==> src/rtl/avg_sample_feeder_pkg.sv <==
// Shared types and helpers for the averaging-stage sample feeder.
package avg_feeder_pkg;

    typedef enum logic {
        IDLE  = 1'b0,
        BURST = 1'b1
    } feeder_state_t;

    localparam int WINDOW_DEFAULT = 6;

    // Width of a counter that indexes beats 0..window-1 (at least one bit).
    function automatic int beat_cnt_width(input int window);
        if (window <= 1) begin
            return 1;
        end else begin
            return $clog2(window);
        end
    endfunction

endpackage

==> src/rtl/avg_sample_feeder_if.sv <==
// Sample-in / beat-out bundle between the upstream source, the feeder and the averager.
interface avg_sample_feeder_if #(
    parameter int WIDTH = 32
) ();
    logic             in_valid;
    logic [WIDTH-1:0] in_data;
    logic             in_ready;
    logic             out_valid;
    logic [WIDTH-1:0] out_data;
    logic             out_first;
    logic             out_last;

    // Upstream source / observer side.
    modport master (
        output in_valid, in_data,
        input  in_ready, out_valid, out_data, out_first, out_last
    );

    // Feeder side.
    modport slave (
        input  in_valid, in_data,
        output in_ready, out_valid, out_data, out_first, out_last
    );
endinterface

==> src/rtl/avg_sample_feeder_sync_fifo.sv <==
// Single-clock FIFO with an occupancy counter and a registered read port.
// DEPTH must be a power of two (>= 2) so the pointers wrap naturally.
module sync_fifo #(
    parameter int WIDTH = 32,
    parameter int DEPTH = 16
) (
    input  logic                       clk,
    input  logic                       rst,
    input  logic                       push,
    input  logic [WIDTH-1:0]           push_data,
    input  logic                       pop,
    output logic [WIDTH-1:0]           pop_data,
    output logic                       full,
    output logic                       empty,
    output logic [$clog2(DEPTH+1)-1:0] level
);
    localparam int AW = $clog2(DEPTH);
    localparam int LW = $clog2(DEPTH+1);

    logic [WIDTH-1:0] mem_r [DEPTH];
    logic [AW-1:0]    wr_ptr_r;
    logic [AW-1:0]    rd_ptr_r;
    logic [LW-1:0]    level_r;
    logic [WIDTH-1:0] rd_data_r;
    logic             push_ok_s;
    logic             pop_ok_s;

    // Full/empty come from the registered count, so a refused push stays refused
    // even when a pop happens in the same cycle.
    assign full      = (level_r == LW'(DEPTH));
    assign empty     = (level_r == {LW{1'b0}});
    assign push_ok_s = push && !full;
    assign pop_ok_s  = pop && !empty;
    assign level     = level_r;
    assign pop_data  = rd_data_r;

    // Storage array; contents are don't-care after reset because the pointers flush it.
    always_ff @(posedge clk) begin
        if (push_ok_s) begin
            mem_r[wr_ptr_r] <= push_data;
        end
    end

    // Pointers, occupancy and registered read data.
    always_ff @(posedge clk) begin
        if (rst) begin
            wr_ptr_r  <= {AW{1'b0}};
            rd_ptr_r  <= {AW{1'b0}};
            level_r   <= {LW{1'b0}};
            rd_data_r <= {WIDTH{1'b0}};
        end else begin
            if (push_ok_s) begin
                wr_ptr_r <= wr_ptr_r + AW'(1);
            end
            if (pop_ok_s) begin
                rd_ptr_r  <= rd_ptr_r + AW'(1);
                rd_data_r <= mem_r[rd_ptr_r];
            end
            case ({push_ok_s, pop_ok_s})
                2'b10:   level_r <= level_r + LW'(1);
                2'b01:   level_r <= level_r - LW'(1);
                default: level_r <= level_r;
            endcase
        end
    end

endmodule

==> src/rtl/avg_sample_feeder.sv <==
// Feeder for the averaging stage: buffers bursty samples and releases them as
// WINDOW back-to-back beats only once a whole window is stored, since the
// averager cannot stall. Define AVG_FEEDER_STATS_EN to add the frame_count port.
module avg_sample_feeder
    import avg_feeder_pkg::*;
#(
    parameter int WIDTH  = 32,
    parameter int WINDOW = WINDOW_DEFAULT,
    parameter int DEPTH  = 16
) (
    input  logic                       clk,
    input  logic                       rst,
    avg_sample_feeder_if.slave         bus,
    output logic [$clog2(DEPTH+1)-1:0] level
`ifdef AVG_FEEDER_STATS_EN
    ,
    output logic [15:0]                frame_count
`endif
);
    localparam int LW    = $clog2(DEPTH+1);
    localparam int CNT_W = beat_cnt_width(WINDOW);

    feeder_state_t    state_r;
    feeder_state_t    state_nxt_s;
    logic [CNT_W-1:0] cnt_r;
    logic [CNT_W-1:0] cnt_nxt_s;
    logic             pop_s;
    logic             push_s;
    logic             fifo_full_s;
    logic             fifo_empty_s;
    logic [LW-1:0]    level_s;
    logic [WIDTH-1:0] fifo_data_s;
    logic             out_valid_r;
    logic             out_first_r;
    logic             out_last_r;

    assign push_s       = bus.in_valid && !fifo_full_s;
    assign bus.in_ready = !fifo_full_s;
    assign bus.out_valid = out_valid_r;
    assign bus.out_first = out_first_r;
    assign bus.out_last  = out_last_r;
    // The FIFO read register is the beat data register: it only moves on a pop,
    // so out_data holds its last value between frames.
    assign bus.out_data  = fifo_data_s;
    assign level         = level_s;

    sync_fifo #(
        .WIDTH (WIDTH),
        .DEPTH (DEPTH)
    ) u_fifo (
        .clk       (clk),
        .rst       (rst),
        .push      (push_s),
        .push_data (bus.in_data),
        .pop       (pop_s),
        .pop_data  (fifo_data_s),
        .full      (fifo_full_s),
        .empty     (fifo_empty_s),
        .level     (level_s)
    );

    // Frame sequencer: IDLE waits for a full window, BURST pops one entry per cycle.
    always_comb begin
        state_nxt_s = state_r;
        cnt_nxt_s   = cnt_r;
        pop_s       = 1'b0;
        case (state_r)
            IDLE: begin
                cnt_nxt_s = {CNT_W{1'b0}};
                if (level_s >= LW'(WINDOW)) begin
                    state_nxt_s = BURST;
                end else begin
                    state_nxt_s = IDLE;
                end
            end
            BURST: begin
                pop_s = !fifo_empty_s;
                if (cnt_r == CNT_W'(WINDOW - 1)) begin
                    state_nxt_s = IDLE;
                    cnt_nxt_s   = {CNT_W{1'b0}};
                end else begin
                    state_nxt_s = BURST;
                    cnt_nxt_s   = cnt_r + CNT_W'(1);
                end
            end
            default: begin
                state_nxt_s = IDLE;
                cnt_nxt_s   = {CNT_W{1'b0}};
            end
        endcase
    end

    // State and beat counter registers.
    always_ff @(posedge clk) begin
        if (rst) begin
            state_r <= IDLE;
            cnt_r   <= {CNT_W{1'b0}};
        end else begin
            state_r <= state_nxt_s;
            cnt_r   <= cnt_nxt_s;
        end
    end

    // Beat qualifiers, registered alongside the popped data.
    always_ff @(posedge clk) begin
        if (rst) begin
            out_valid_r <= 1'b0;
            out_first_r <= 1'b0;
            out_last_r  <= 1'b0;
        end else begin
            out_valid_r <= pop_s;
            out_first_r <= pop_s && (cnt_r == {CNT_W{1'b0}});
            out_last_r  <= pop_s && (cnt_r == CNT_W'(WINDOW - 1));
        end
    end

`ifdef AVG_FEEDER_STATS_EN
    logic [15:0] frame_cnt_r;

    assign frame_count = frame_cnt_r;

    // Count frames as their last beat is launched; wraps at 2^16.
    always_ff @(posedge clk) begin
        if (rst) begin
            frame_cnt_r <= 16'd0;
        end else if (pop_s && (cnt_r == CNT_W'(WINDOW - 1))) begin
            frame_cnt_r <= frame_cnt_r + 16'd1;
        end
    end
`else
    // Statistics disabled: no frame counter.
`endif

endmodule

==> src/flat_wrapper.sv <==
// flat-port wrapper written by rule: the top's interface ports become plain ports
module avg_sample_feeder_flat import avg_feeder_pkg::*;
#(
    parameter int WIDTH  = 32,
    parameter int WINDOW = WINDOW_DEFAULT,
    parameter int DEPTH  = 16
)
  (clk, rst, level, bus_in_valid, bus_in_data, bus_in_ready, bus_out_valid, bus_out_data, bus_out_first, bus_out_last);
  avg_sample_feeder_if #(.WIDTH(WIDTH)) bus_i ();
  input  logic clk;
  input  logic rst;
  output logic [$clog2(DEPTH+1)-1:0] level;
  input wire logic [$bits(bus_i.in_valid)-1:0] bus_in_valid;
  input wire logic [$bits(bus_i.in_data)-1:0] bus_in_data;
  output wire logic [$bits(bus_i.in_ready)-1:0] bus_in_ready;
  output wire logic [$bits(bus_i.out_valid)-1:0] bus_out_valid;
  output wire logic [$bits(bus_i.out_data)-1:0] bus_out_data;
  output wire logic [$bits(bus_i.out_first)-1:0] bus_out_first;
  output wire logic [$bits(bus_i.out_last)-1:0] bus_out_last;
  assign bus_i.in_valid = bus_in_valid;
  assign bus_i.in_data = bus_in_data;
  assign bus_in_ready = bus_i.in_ready;
  assign bus_out_valid = bus_i.out_valid;
  assign bus_out_data = bus_i.out_data;
  assign bus_out_first = bus_i.out_first;
  assign bus_out_last = bus_i.out_last;
  avg_sample_feeder #(.WIDTH(WIDTH), .WINDOW(WINDOW), .DEPTH(DEPTH)) u_core (.clk(clk), .rst(rst), .bus(bus_i), .level(level));
endmodule
==> config.mk <==
export PLATFORM = sky130hd
export DESIGN_NAME = avg_sample_feeder_flat
export DESIGN_NICKNAME = d
export VERILOG_FILES = /design/src/rtl/avg_sample_feeder_pkg.sv /design/src/rtl/avg_sample_feeder_if.sv /design/src/rtl/avg_sample_feeder_sync_fifo.sv /design/src/rtl/avg_sample_feeder.sv /design/src/flat_wrapper.sv
export SDC_FILE = /design/constraint.sdc
export NUM_CORES = 1
export LEC_CHECK = 0
export ABC_AREA = 1
export CAP_MARGIN = 20
export CELL_PAD_IN_SITES_DETAIL_PLACEMENT = 0
export CELL_PAD_IN_SITES_GLOBAL_PLACEMENT = 1
export CORE_MARGIN = 3
export CORE_UTILIZATION = 45
export CTS_CLUSTER_DIAMETER = 40
export DETAILED_ROUTE_END_ITERATION = 8
export GPL_TIMING_DRIVEN = 1
export HOLD_SLACK_MARGIN = 0.06
export PLACE_DENSITY = 0.74
export SYNTH_ARGS = -nofsm -noshare
export SYNTH_HDL_FRONTEND = slang
export SYNTH_SLANG_ARGS = --single-unit
==> constraint.sdc <==
create_clock -name clk -period 3.7 [get_ports clk]
set_input_delay 0.555 -clock clk [delete_from_list [all_inputs] [get_ports clk]]
set_output_delay 0.555 -clock clk [all_outputs]
set_load 0.01 [all_outputs]
==> summary.txt, run 1 <==
Status
  • Status: completed

Die
  • Die height: 236.9 um
  • Die area: 56100 um2
  • # IOs: between 70 and 80
  • Die width: 236.9 um
  • Row count: 83
  • Initial Utilization: 0.4609
  • Core Area: about 52000 um2

Logic synthesis
  • Synth area leaders: edfxtp_1, nand2_1, nand3_1
  • Mapped Area: ~24000 um2
  • Mean Syn Cell Area: about 10 um2
  • Post-Synthesis Net Count: between 2000 and 2500
  • Seq cells post-synth: 564
  • Xor-xnor portion of the synthesized cell area: 0.002556
  • Synth top area share: 0.6411
  • Synth cell types: 27
  • Yosys top cell by area: edfxtp_1
  • Post-Synth Adder-Cell Area: 0.006261
  • Post-Syn Instances: about 2300
  • Complex-gate fraction of the synthesized area: 0.004174
  • Simple-gate share of the synthesized area: 0.2221
  • Sequential-to-total area share from yosys stat: 0.6845
  • Largest family of logic cells by synthesized area: simple AND/OR/NAND/NOR gates
  • Multiplexer area fraction after synthesis: 0
  • Synth warn: 0

Placed design
  • Post-Place Cells: between 3000 and 4000
  • Port Buffers: 75
  • Area after DPL: about 25000 um2
  • Dpl hpwl: around 34000 um
  • RePlAce Congestion: ~0.78

Global routing
  • Grt ovf: 0
  • Vias in the first global route: 15630
  • Largest net degree at the start of global routing: 156
  • Gr usage total: 0.2172
  • Initial antenna violation count: 0
  • First-pass GRT wire length: 93450 um

Timing
  • Clock period minus worst slack: between 2 and 3 ns
  • Fin. Hold Viols: 0
  • Setup violations, final: 0
  • Total negative setup slack: 0 ns
  • Skew final: around 0.014 ns
  • Fmax: 367.9 MHz
  • Final Max Slew Viols: 0
  • Min Hold Slack: ~0.37 ns
  • Slew at the pin closest to its max-slew limit: 0.9372 ns
  • Tcrit/Tclk final: 0.7346
  • RSZ-0062 raised after global routing: no
  • Worst relative slew slack: 0.3743

Worst setup path
  • CP Cell Sequence: nor2_1, nand4_1, nand2_2, clkinv_2, ha_1, xor2_1, ha_1, inv_1, nand2_1, nand3_1, nand2_1, nand2_1, nand2_1, nand2_1, a21oi_1
  • Register-to-register path setup slack: 0.98 ns
  • Delay-heaviest family, CP: simple AND/OR/NAND/NOR gates
  • Crit path max fanout: 25
  • Worst setup SP type: register
  • WS Path Type: reg -> reg
  • Buf+Inv Stages, Crit Path: 2
  • Crit end category: register
  • Required time of the worst setup path: 4.24 ns
  • CP max-delay cell: ha_1
  • CP dominant cell by count: nand2_1
  • WP data arrival: 3.26 ns
  • Largest stage delay on the critical path: 0.45 ns

Routing
  • Vias/cell: 5.050
  • Routed length per placed instance: around 19 um
  • DRT Pass-1 Iters: 5
  • DRC errors left: 0
  • Drt total wl: between 60000 and 70000 um
  • Final ANT Viol Nets: 0
  • Via count: 16030
  • Initial drt markers: 1130

Power
  • Combinational Power Share: 0.196
  • Leak Pwr: roughly 0.012 uW
  • Pwr Density: about 700 nW/um2
  • Psw: roughly 6000 uW
  • Switching Fraction: 0.2965
  • Maximum vdd drop: approximately 0.0004 V
  • Clock power frac: 0.439
  • Register share of total power: 0.366
  • P_int: 14210 uW

Layout
  • Nets@finish: 2462
  • Post-layout util: 0.5499
  • Layout cell share with drive strength beyond 1: 0.09222
  • Diodes inserted: 0
  • Post-route cell area: 28610 um2
  • Commonest non-fill, non-tap cells in the layout: nand2_1, edfxtp_1, nand3_1
  • Final cell count without fillers: between 3000 and 4000
  • Synth-to-Final Area Change: 19.29%
  • Most common cell after layout, fill and taps aside: nand2_1
  • Fillers: approximately 4500

Clock tree
  • Clock slew at reported path FFs: 0.05 ns
  • Clock tree sinks: 564
  • Root buf cell: clkbuf_16
  • Post-cts resize count: 0
  • CTS max path bufs: 3
  • Clk_lat worst skew: approximately 0.62 ns
  • Post-CTS Hold Buffers: 0
  • CTS tree: built
  • Setup fix buffers added after clock tree synthesis: 0
  • H-tree levels: 3
  • CTS buffer count: between 90 and 100

Min path
  • Worst Hold Class: in -> reg

Run
  • Max-cap violations: 0
==> power groups by stage <==
stage               clock network, uW  logic, uW  registers (uW)
floorplan                           0       2720            7540
global placement                    0       3950            7500
detailed placement                  0       3980            7510
CTS                              9000       4000            7390
global route                     9300       4450            7410
finish                           8870       3950            7380
==> stage by stage <==
stage          power [uW]  setup WS [ns]
6_report            20200         0.9819
5_1_grt             21160         0.7075
4_1_cts             20390         0.9485
3_5_place_dp        11490         0.7911
3_3_place_gp        11460         0.8125
2_1_floorplan       10260         0.8612
==> cell families after synthesis <==
logic type               count (synthesis)
XOR/XNOR                                 7
buffers and inverters                  431
adder cells (fa/ha/maj)                 12
AND/OR/NAND/NOR                       1292
AO/OA/AOI/OAI                           19
flip-flops                             564
==> flip-flops by register name, indices dropped and copies added, names as in the netlist <==
name                    count
u_core.cnt_r                3
u_core.u_fifo.rd_ptr_r      4
u_core.u_fifo.wr_ptr_r      4
u_core.u_fifo.level         5
u_core.state_r              1
u_core.bus.out_first        1
u_core.u_fifo.pop_data     32
u_core.u_fifo.mem_r       512
u_core.bus.out_last         1
u_core.bus.out_valid        1
==> metal layers <==
layer | vias to the layer above | share of wire | global-route usage
met3 | 106 | 0.049 | 0.03657
met2 | 456 | 0.49 | 0.3652
met1 | 7713 | 0.43 | 0.2847
met5 | - | 0 | 0
li1 | 7754 | - | -
met4 | 0 | 0.030 | 0.07880
==> synthesized netlist by cell type <==
library cell	instances
xor2_1	5
buf_12	1
nand2_2	3
a21boi_0	1
nor2_1	92
buf_6	24
nor3b_2	1
buf_4	10
nand3b_1	1
edfxtp_1	512
nand2_1	832
inv_6	1
clkbuf_1	17
buf_8	1
nand3_1	360
nor3_1	1
dfxtp_1	52
xnor2_1	2
o21bai_1	1
inv_2	2
ha_1	12
o21ai_0	7
a21oi_1	10
buf_2	48
buf_1	17
nand4_1	2
inv_1	310
==> worst reg2reg max path: cells and delay by family (launching register included) <==
family | cells | cell delay [ns]
AOI/OAI and AO/OA | 1 | 0.11
xor gates and xnor gates | 1 | 0.22
adders and majority gates | 2 | 0.64
buffers and inverters | 2 | 0.45
DFF | 1 | 0.36
and+or+nand+nor | 9 | 0.89
==> final cells by class <==
type	count	area [um2]	share of cell area
timing repair buffer	114	1126	0.03936
clock buffer	109	2470	0.08633
sequential	564	16430	0.5742
multi-input combinational	1330	5758	0.2013
clock inverter	64	794.5	0.02777
tap	680	850.8	0.02974
inverter	313	1184	0.04137
==> final timing paths <==
| check | cells after the start | endpoint | start |
|---|---|---|---|
| setup reg to reg | 15 | u_core.u_fifo.level[4] | u_core.u_fifo.level[0] |
| hold reg to reg | 1 | u_core.bus.out_first | u_core.cnt_r[2] |
| setup / recovery | 15 | u_core.u_fifo.level[4] | u_core.u_fifo.level[0] |
| hold / removal | 2 | u_core.u_fifo.level[0] | rst |
Note: power is estimated with default switching activity, not from simulation.
==> inputs of run 2 (changes only) <==
==> constraint.sdc (replaced) <==
create_clock -name clk -period 2.6 [get_ports clk]
set_input_delay 0.39 -clock clk [delete_from_list [all_inputs] [get_ports clk]]
set_output_delay 0.39 -clock clk [all_outputs]
set_load 0.01 [all_outputs]
==> summary.txt, run 2 (synthesis results as in run 1) <==
Die
  • Row count: 83 (unchanged)
  • Die width: 236.9 um (unchanged)
  • Initial Utilization: 0.4609 (unchanged)
  • # IOs: 76 (unchanged)
  • Die area: 56100 um2 (unchanged)
  • Core Area: 52030 um2 (unchanged)
  • Die height: 236.9 um (unchanged)

Worst setup path
  • Terminus of the critical flop-to-flop path: u_core.u_fifo.level[4] (unchanged)
  • Largest stage delay on the critical path: 0.37 ns (was 0.45 ns)
  • WP data arrival: 2.83 ns (was 3.26 ns)
  • CP max-delay cell: dfxtp_1 (was ha_1)
  • Crit path max fanout: 8 (was 25)
  • Register-to-register path setup slack: 0.30 ns (was 0.98 ns)
  • Crit end category: register (unchanged)
  • WS Path Type: reg -> reg (unchanged)
  • CP Cell Sequence: nor2_1, nand4_1, nand2_2, clkinv_2, ha_1, ha_1, inv_1, o21bai_1, inv_1, nand2_1, nand2_1, nand2_1, nand2_1, a21oi_1 (was nor2_1, nand4_1, nand2_2, clkinv_2, ha_1, xor2_1, ha_1, inv_1, nand2_1, nand3_1, nand2_1, nand2_1, nand2_1, nand2_1, a21oi_1)
  • Worst r2r src: u_core.u_fifo.level[0] (unchanged)
  • Required time of the worst setup path: 3.13 ns (was 4.24 ns)
  • CP endpoint: u_core.u_fifo.level[4] (unchanged)
  • Worst setup SP type: register (unchanged)
  • Reg2reg path depth: 14 (was 15)
  • Worst Setup SP: u_core.u_fifo.level[0] (unchanged)
  • CP dominant cell by count: nand2_1 (unchanged)

Power
  • Maximum vdd drop: 0.0006755 V (was 0.0003946 V)
  • Psw: 8225 uW (was 5990 uW)
  • Pwr Density: 958.9 nW/um2 (was 706.2 nW/um2)
  • Combinational Power Share: 0.205 (was 0.196)
  • Register share of total power: 0.384 (was 0.366)
  • P_int: 19160 uW (was 14210 uW)
  • Switching Fraction: 0.3003 (was 0.2965)
  • Clock power frac: 0.411 (was 0.439)
  • Final Power: 27390 uW (was 20200 uW)
  • Leak Pwr: 0.01180 uW (was 0.01183 uW)

Placed design
  • Area after DPL: 25720 um2 (was 25340 um2)
  • RePlAce Congestion: 0.7624 (was 0.7848)
  • Port Buffers: 75 (unchanged)
  • Dpl hpwl: 32590 um (was 33900 um)

Global routing
  • Gr usage total: 0.2112 (was 0.2172)
  • Grt ovf: 0 (unchanged)
  • Initial antenna violation count: 0 (unchanged)
  • Largest net degree at the start of global routing: 134 (was 156)
  • First-pass GRT wire length: 92520 um (was 93450 um)
  • Vias in the first global route: 16100 (was 15630)

Timing
  • Final Max Slew Viols: 0 (unchanged)
  • Tcrit/Tclk final: 0.8864 (was 0.7346)
  • Worst relative slew slack: 0.3425 (was 0.3743)
  • Fin. Hold Viols: 0 (unchanged)
  • RSZ-0062 raised after global routing: no (unchanged)
  • Setup violations, final: 0 (unchanged)
  • Fmax: 433.9 MHz (was 367.9 MHz)
  • Slew at the pin closest to its max-slew limit: 0.9862 ns (was 0.9372 ns)
  • Clock period minus worst slack: 2.305 ns (was 2.718 ns)
  • Skew final: 0.02334 ns (was 0.01371 ns)

Routing
  • DRT Pass-1 Iters: 6 (was 5)
  • Via count: 16150 (was 16030)
  • Vias/cell: 5.101 (was 5.050)
  • Drt total wl: 58800 um (was 61030 um)
  • Routed length per placed instance: 18.57 um (was 19.23 um)
  • Initial drt markers: 1544 (was 1130)
  • Final ANT Viol Nets: 0 (unchanged)
  • DRC errors left: 0 (unchanged)

Clock tree
  • Clk_lat worst skew: 0.60 ns (was 0.62 ns)
  • Root buf cell: clkbuf_16 (unchanged)
  • H-tree levels: 3 (unchanged)
  • CTS buffer count: 83 (was 92)
  • CTS tree: built (unchanged)
  • Setup fix buffers added after clock tree synthesis: 0 (unchanged)
  • Post-CTS Hold Buffers: 0 (unchanged)
  • Clock tree sinks: 564 (unchanged)
  • CTS max path bufs: 3 (unchanged)
  • Clock slew at reported path FFs: 0.06 ns (was 0.05 ns)
  • Post-cts resize count: 0 (unchanged)

Layout
  • Synth-to-Final Area Change: 19.09% (was 19.29%)
  • Commonest non-fill, non-tap cells in the layout: nand2_1, edfxtp_1, nand3_1 (unchanged)
  • Top reg by flops: u_core.u_fifo.mem_r (unchanged)
  • Most common cell after layout, fill and taps aside: nand2_1 (unchanged)
  • Diodes inserted: 0 (unchanged)
  • Post-route cell area: 28560 um2 (was 28610 um2)
  • Max reg flops: 512 (unchanged)
  • Layout cell share with drive strength beyond 1: 0.09047 (was 0.09222)
  • Fillers: 4431 (was 4450)
  • Nets@finish: 2466 (was 2462)

Min path
  • Worst Hold Class: in -> reg (unchanged)

Run
  • Max-cap violations: 0 (unchanged)

Status
  • Status: completed (unchanged)
[run 2: changes by cell type in the layout (fill, tap and decap cells not counted)]
cell,change
clkinv_4,+2
inv_6,+5
clkbuf_8,-2
inv_8,-3
clkinv_2,+1
bufinv_16,-5
buf_4,-9
clkbuf_16,-8
buf_12,+22
clkinv_1,+5
clkinv_8,-1
clkbuf_1,-7
clkinvlp_4,-7
[run 2: metrics by stage]
step | std cells | hold WS, ns | worst slack, ns | util | setup TNS [ns]
finish | 3167 | 0.2884 | 0.2953 | 0.5489 | 0
floorplan | 2325 | 0.4262 | -0.2388 | - | -114.22
CTS | 3167 | 0.2767 | 0.2882 | 0.5489 | 0
global placement | 3014 | 0.4447 | 0.2551 | 0.4943 | 0
detailed placement | 3014 | 0.4419 | 0.1796 | 0.4943 | 0
global route | 3167 | 0.3068 | 0.04077 | 0.5489 | 0
[run 2: area by class of cell]
class                      instances  area (um2)  area share
sequential                       564       16430      0.5751
clock buffer                      92        2216     0.07759
clock inverter                    61       626.9     0.02195
inverter                         313        1184     0.04144
tap                              680       850.8     0.02979
timing repair buffer             127        1499     0.05248
multi-input combinational       1330        5758      0.2016
[run 2: worst max-delay path, delay by kind of cell (launching register included)]
| family | cells | cell delay [ns] |
|---|---|---|
| buffers and inverters | 3 | 0.25 |
| DFF | 1 | 0.37 |
| adders and majority gates | 2 | 0.63 |
| and+or+nand+nor | 7 | 0.72 |
| AOI/OAI and AO/OA | 2 | 0.27 |
[run 2: per-layer routing]
metal,vias to the layer above,track usage,share of wire
met2,491,0.3419,0.47
li1,7763,-,-
met3,91,0.03645,0.060
met5,-,0,0
met1,7809,0.2977,0.45
met4,0,0.05333,0.019
[run 2: power by group through the flow]
stage / logic [uW] / clock network (uW) / registers, uW
final: 5620 / 11300 / 10500
after global routing: 6350 / 11800 / 10600
after CTS: 5690 / 11400 / 10500
after detailed placement: 5660 / 0 / 10700
after global placement: 5620 / 0 / 10700
after floorplan: 3870 / 0 / 10700
[run 2: how the worst min path moves through the flow]
stage,slack (ns),cells past startpoint,from,end
floorplan,0.43,1,u_core.cnt_r[2],u_core.bus.out_first
global placement,0.44,1,u_core.cnt_r[2],u_core.bus.out_first
detailed placement,0.44,1,u_core.cnt_r[2],u_core.bus.out_first
CTS,0.28,4,rst,u_core.u_fifo.pop_data[30]
global route,0.31,4,rst,u_core.u_fifo.pop_data[30]
finish,0.29,4,rst,u_core.u_fifo.pop_data[30]
